**config.mk**
```make
export PLATFORM = sky130hd
export DESIGN_NAME = vga_timing_gen
export DESIGN_NICKNAME = d
export VERILOG_FILES = /design/src/rtl/vga_timing_pkg.sv /design/src/rtl/vga_axis_counter.sv /design/src/rtl/vga_timing_gen.sv
export SDC_FILE = /design/constraint.sdc
export NUM_CORES = 1
export LEC_CHECK = 0
export ABC_AREA = 1
export CAP_MARGIN = 20
export CELL_PAD_IN_SITES_DETAIL_PLACEMENT = 1
export CELL_PAD_IN_SITES_GLOBAL_PLACEMENT = 1
export CORE_ASPECT_RATIO = 0.6
export CORE_UTILIZATION = 38
export CTS_BUF_LIST = sky130_fd_sc_hd__clkbuf_16
export DETAILED_ROUTE_END_ITERATION = 12
export PLACE_DENSITY = 0.81
export REMOVE_ABC_BUFFERS = 1
export SYNTH_ARGS = -nofsm -noshare
export SYNTH_HDL_FRONTEND = slang
export SYNTH_SLANG_ARGS = --single-unit
export TNS_END_PERCENT = 50
```
**constraint.sdc**
```tcl
create_clock -name CLK -period 1.9 [get_ports CLK]
set_clock_uncertainty 0.05 [all_clocks]
set_input_delay 0.19 -clock CLK [delete_from_list [all_inputs] [get_ports CLK]]
set_output_delay 0.19 -clock CLK [all_outputs]
set_load 0.02 [all_outputs]
```
**src/rtl/vga_timing_pkg.sv**
```systemverilog
// Timing constants for 1280x1024@60 (108 MHz pixel clock), shared by the
// timing generator and by any renderer that needs the sync windows.
package vga_timing_pkg;

  localparam int COORD_W = 12;
  typedef logic [COORD_W-1:0] coord_t;

  localparam int H_VIS   = 1280;
  localparam int H_FP    = 48;
  localparam int H_SYNC  = 112;
  localparam int H_BP    = 248;
  localparam int H_TOTAL = H_VIS + H_FP + H_SYNC + H_BP;

  localparam int V_VIS   = 1024;
  localparam int V_FP    = 1;
  localparam int V_SYNC  = 3;
  localparam int V_BP    = 38;
  localparam int V_TOTAL = V_VIS + V_FP + V_SYNC + V_BP;

  localparam logic HS_POL = 1'b1;
  localparam logic VS_POL = 1'b1;

  // Inclusive sync windows in counter coordinates
  localparam int H_SYNC_START = H_VIS + H_FP;
  localparam int H_SYNC_END   = H_SYNC_START + H_SYNC - 1;
  localparam int V_SYNC_START = V_VIS + V_FP;
  localparam int V_SYNC_END   = V_SYNC_START + V_SYNC - 1;

  function automatic bit in_window(input int pos, input int lo, input int hi);
    return (pos >= lo) && (pos <= hi);
  endfunction

endpackage

```
**src/rtl/vga_axis_counter.sv**
```systemverilog
// One display axis: wrapping position counter with registered sync and
// visible flags derived from the next count, so they line up with count.
module vga_axis_counter
  import vga_timing_pkg::*;
#(
  parameter int   VIS  = 1280,
  parameter int   FP   = 48,
  parameter int   SYNC = 112,
  parameter int   BP   = 248,
  parameter logic POL  = 1'b1
) (
  input  logic   CLK,
  input  logic   RESETN,
  input  logic   advance,
  output coord_t count,
  output logic   wrap,
  output logic   sync,
  output logic   vis
);

  localparam int     TOTAL      = VIS + FP + SYNC + BP;
  localparam int     SYNC_START = VIS + FP;
  localparam int     SYNC_END   = SYNC_START + SYNC - 1;
  localparam coord_t LAST       = coord_t'(TOTAL - 1);

  if (TOTAL > 4096) begin : g_total_chk
    $error("vga_axis_counter: axis total %0d exceeds 4096", TOTAL);
  end
  if (VIS < 1 || FP < 1 || SYNC < 1 || BP < 1) begin : g_min_chk
    $error("vga_axis_counter: visible, porch and sync widths must all be >= 1");
  end

  coord_t count_nxt;

  // wrap is combinational: it gates the next axis on the same edge
  assign wrap      = (count == LAST);
  assign count_nxt = wrap ? '0 : count + coord_t'(1);

  // Position and flags advance together, held when advance is low
  always_ff @(posedge CLK or negedge RESETN) begin
    if (!RESETN) begin
      count <= LAST;
      sync  <= ~POL;
      vis   <= 1'b0;
    end else if (advance) begin
      count <= count_nxt;
      sync  <= in_window(int'(count_nxt), SYNC_START, SYNC_END) ? POL : ~POL;
      vis   <= (int'(count_nxt) < VIS);
    end
  end

endmodule

```
**src/rtl/vga_timing_gen.sv**
```systemverilog
// Display timing master: horizontal and vertical axis counters plus
// registered active/line/frame flags aligned to the shown coordinates.
module vga_timing_gen #(
  parameter int   H_VIS  = vga_timing_pkg::H_VIS,
  parameter int   H_FP   = vga_timing_pkg::H_FP,
  parameter int   H_SYNC = vga_timing_pkg::H_SYNC,
  parameter int   H_BP   = vga_timing_pkg::H_BP,
  parameter int   V_VIS  = vga_timing_pkg::V_VIS,
  parameter int   V_FP   = vga_timing_pkg::V_FP,
  parameter int   V_SYNC = vga_timing_pkg::V_SYNC,
  parameter int   V_BP   = vga_timing_pkg::V_BP,
  parameter logic HS_POL = vga_timing_pkg::HS_POL,
  parameter logic VS_POL = vga_timing_pkg::VS_POL
) (
  input  logic        CLK,
  input  logic        RESETN,
  input  logic        CE,
  output logic [11:0] VGA_horzCoord,
  output logic [11:0] VGA_vertCoord,
  output logic        VGA_HS,
  output logic        VGA_VS,
  output logic        VGA_active,
  output logic        line_start,
  output logic        frame_start
);

  import vga_timing_pkg::*;

  coord_t h_count, v_count;
  logic   h_wrap, v_wrap;
  logic   h_sync, v_sync;
  logic   h_vis, v_vis;
  logic   h_vis_nxt, v_vis_nxt;

  vga_axis_counter #(
    .VIS (H_VIS),
    .FP  (H_FP),
    .SYNC(H_SYNC),
    .BP  (H_BP),
    .POL (HS_POL)
  ) u_horz (
    .CLK    (CLK),
    .RESETN (RESETN),
    .advance(CE),
    .count  (h_count),
    .wrap   (h_wrap),
    .sync   (h_sync),
    .vis    (h_vis)
  );

  vga_axis_counter #(
    .VIS (V_VIS),
    .FP  (V_FP),
    .SYNC(V_SYNC),
    .BP  (V_BP),
    .POL (VS_POL)
  ) u_vert (
    .CLK    (CLK),
    .RESETN (RESETN),
    .advance(CE & h_wrap),
    .count  (v_count),
    .wrap   (v_wrap),
    .sync   (v_sync),
    .vis    (v_vis)
  );

  assign VGA_horzCoord = h_count;
  assign VGA_vertCoord = v_count;
  assign VGA_HS        = h_sync;
  assign VGA_VS        = v_sync;

  // Next-cycle visibility of each axis, from current flag and position
  always_comb begin
    h_vis_nxt = h_wrap | (h_vis & (h_count != coord_t'(H_VIS - 1)));
    v_vis_nxt = v_vis;
    if (h_wrap) begin
      v_vis_nxt = v_wrap | (v_vis & (v_count != coord_t'(V_VIS - 1)));
    end
  end

  // Flags registered from next-state values so they match the coords shown
  always_ff @(posedge CLK or negedge RESETN) begin
    if (!RESETN) begin
      VGA_active  <= 1'b0;
      line_start  <= 1'b0;
      frame_start <= 1'b0;
    end else if (CE) begin
      VGA_active  <= h_vis_nxt & v_vis_nxt;
      line_start  <= h_wrap;
      frame_start <= h_wrap & v_wrap;
    end
  end

endmodule

```
==> flow_summary.toml <==
[logic_synthesis]
syn_avg_cell_area_um2 = 7.13
yosys.area_share.xor_xnor_pct = 1.76
synth_cells = 279
synth_area_mm2 = 0.00199
synth_cell_types = 33
ys_top_cells_by_area = "dfrtp_1 25%, nand2_1 15%, dfstp_2 15%"
synth_fa_ha_area_share_pct = 2.51
yosysTopAreaCell = "dfrtp_1"
ys_seq_elements = 31
ys_seq_area_share_pct = 39.7
synth_compound_area_share_pct = 11.0
yosys.area_share.simple_pct = 36.1
yosysWarnings = 0
synth_top_family_by_area = "simple AND/OR/NAND/NOR gates"
synth_top_area_share_pct = 25.1
synthMuxAreaShare_pct = 0

[sta]
worst_slack_ns = -0.0129
setup_violations = 2
grt_setup_unrepaired = "yes"
tightest_slew_ns = 0.424
finalCritPeriodShare_pct = 101
slew_headroom_pct = 71.5
fmax_ghz = 0.523
hold_viol = 0
post-route-min-period_ns = 1.91
tns_ns = -0.0222
maxSlewViolCount = 0

[status]
outcome = "finished, violations left"
violations = "setup timing"

[route]
drc = 0
vias = 2098
dr.pass1.iters = 5
routed_via_density = 5.28
ant_nets = 0
drtIter0Drc = 102
routed_wl_um = 7000
drt-wirelength-per-cell_um = 17.6

[die]
io_pins = 32
start_util_pct = 41.5
dieHeight_um = 58.1
fp.coreArea_mm2 = 0.00480
die_area_mm2 = 0.00554
rows = 19
dieWidth_um = 95.4

[worst_setup_path]
critPathKind = "register to register"
path_max_fanout = 5
endpoint_kind = "register"
crit_arrival_ns = 2.04
critPathRequiredTime_ns = 2.02
critPathLaunchType = "register"

[placement]
dp_cells = 379
port_buffers = 31
dpl-instance-area_mm2 = 0.00243
place_congestion = 0.839
dp_worst_setup_slack_ns = -0.00774
dp_hpwl_um = 4500

[final_layout]
fin_nets = 340
n_antenna_cell = 0
syn_to_final_growth_pct = 41.7
drive_gt1_share_pct = 26.0
fin_cells = 397
final_area_mm2 = 0.00282

[clock_tree]
clockRootBuffer = "clkbuf_16"
cts_hold_buffers = 0
insertion_delay_ns = 0.28
cts_tree = "done"
clkSinkCount = 31
cts_inserted_buffers = 5
clkTransAtPathRegs_ns = 0.06
cts_max_level = 2
cts_buffer_depth = 2

[hold_path]
hold_class = "primary input to async pin"

[pwr]
p_per_area_mw_per_mm2 = 943
total_power_mw = 2.66
power_leakage_nw = 1.28
ir_drop_uv = 662

[grt]
grt_overflow = 0
grt_usage_pct = 25.4
grt_pass1_vias = 2023
grt_start_max_net_pins = 32
grt_pass1_wl_um = 10400
antenna_found_initial = 0

[flow_run]
drv_cap = 0
==> synth_stat cells (all sizes together) <==
cell / n
o22ai: 2
inv: 38
a21boi: 1
dfrtp: 20
a21oi: 10
nand4: 5
nor2: 37
dfstp: 11
o2bb2ai: 1
buf: 4
nand3: 24
o21bai: 1
nand2: 82
clkinv: 1
nor3: 7
xor2: 4
ha: 4
o21ai: 22
o21a: 3
nand3b: 1
clkbuf: 1
==> path summary, 6_finish.rpt <==
path / start / endpoint / cells past startpoint / slack [ns]
setup reg to reg: u_horz.count[1] / u_horz.vis / 10 / -0.01
max in group asynchronous: RESETN / u_horz.count[2] / 2 / 1.19
hold reg to reg: u_vert.sync / u_vert.sync / 2 / 0.43
hold / removal: RESETN / VGA_active / 2 / 0.26
setup / recovery: u_horz.count[1] / u_horz.vis / 10 / -0.01
min in group CLK: u_vert.sync / u_vert.sync / 2 / 0.43
==> area by class of cell <==
| type | count | area [um^2] |
|---|---|---|
| fill | 592 | 1980 |
| clock inverter | 3 | 11.3 |
| clock buffer | 5 | 125 |
| multi-input combinational | 204 | 1190 |
| inverter | 39 | 148 |
| sequential | 31 | 792 |
| timing repair buffer | 52 | 475 |
| tap | 63 | 78.8 |
==> worst max-delay path, stage by stage, from the launching register on <==
cell and delay, ns:
dfstp_2 0.55, ha_4 0.17, nand2_8 0.08, nor2_2 0.15, nand3_1 0.13, o21ai_0 0.24, inv_1 0.09, nor2_2 0.15
nand2_1 0.08, nand3_1 0.07, nand2_1 0.05
==> state kept, by name, summed over array words and instances (netlist names) <==
signal,flops
u_horz.vis,1
VGA_active,1
frame_start,1
u_vert.count,12
u_horz.count,12
u_horz.sync,1
u_vert.vis,1
line_start,1
u_vert.sync,1
==> stage by stage <==
stage / hold slack (ns) / utilization (%)
global placement: 0.417 / 50.6
global route: 0.319 / 58.7
finish: 0.259 / 58.7
detailed placement: 0.425 / 50.6
CTS: 0.278 / 54.0
floorplan: -0.156 / -
==> layer usage <==
metal  up-vias  routed length (um)  GRT usage (%)
li1       1003                   -              -
met1      1021                3500           38.4
met2        66                3030           36.1
met3         8                 393           5.12
met4         0                  81           7.68
met5         -                   0              0
==> power breakdown <==
| group | internal, mW | switching [mW] | total (mW) |
|---|---|---|---|
| clock network | 0.471 | 0.301 | 0.773 |
| registers | 0.794 | 0.178 | 0.972 |
| logic | 0.362 | 0.554 | 0.916 |
==> layout by cell type, fill, tap and decap left out, types with 2 or more instances in the layout <==
| master | synthesis | final |
|---|---|---|
| nand2_1 | 78 | 73 |
| inv_1 | 32 | 33 |
| clkdlybuf4s50_1 | 0 | 31 |
| nor2_1 | 28 | 19 |
| o21ai_0 | 19 | 19 |
| buf_4 | 1 | 19 |
| dfrtp_1 | 20 | 18 |
| nand3_1 | 21 | 17 |
| nor2_2 | 7 | 13 |
| dfstp_2 | 11 | 11 |
| a21oi_1 | 10 | 10 |
| nand2_2 | 3 | 7 |
| inv_2 | 6 | 6 |
| nor3_1 | 7 | 5 |
| clkbuf_16 | 0 | 5 |
| nand4_1 | 4 | 4 |
| nor2_4 | 1 | 4 |
| nand3_2 | 3 | 4 |
| nand3_4 | 0 | 3 |
| xor2_1 | 4 | 3 |
| o21a_1 | 3 | 3 |
| o22ai_1 | 2 | 2 |
| o21ai_1 | 3 | 2 |
| ha_4 | 0 | 2 |
| ha_1 | 4 | 2 |
| clkinv_1 | 0 | 2 |
| buf_6 | 1 | 2 |
| dfrtp_2 | 0 | 2 |
==> kinds of logic after synthesis <==
| kind of cell | after synthesis |
|---|---|
| AO/OA/AOI/OAI | 40 |
| buffers and inverters | 44 |
| AND/OR/NAND/NOR | 156 |
| flip-flops | 31 |
| adder cells (fa/ha/maj) | 4 |
| XOR/XNOR | 4 |
==> what timing repair did <==
action	in CTS	in global routing
gates resized for setup	3	37
setup endpoints to repair	3	22
pin swaps	0	11
buffers inserted	1	9
hold endpoints to repair	0	0
cloned	0	0
Power figures use the tool's default switching activity.
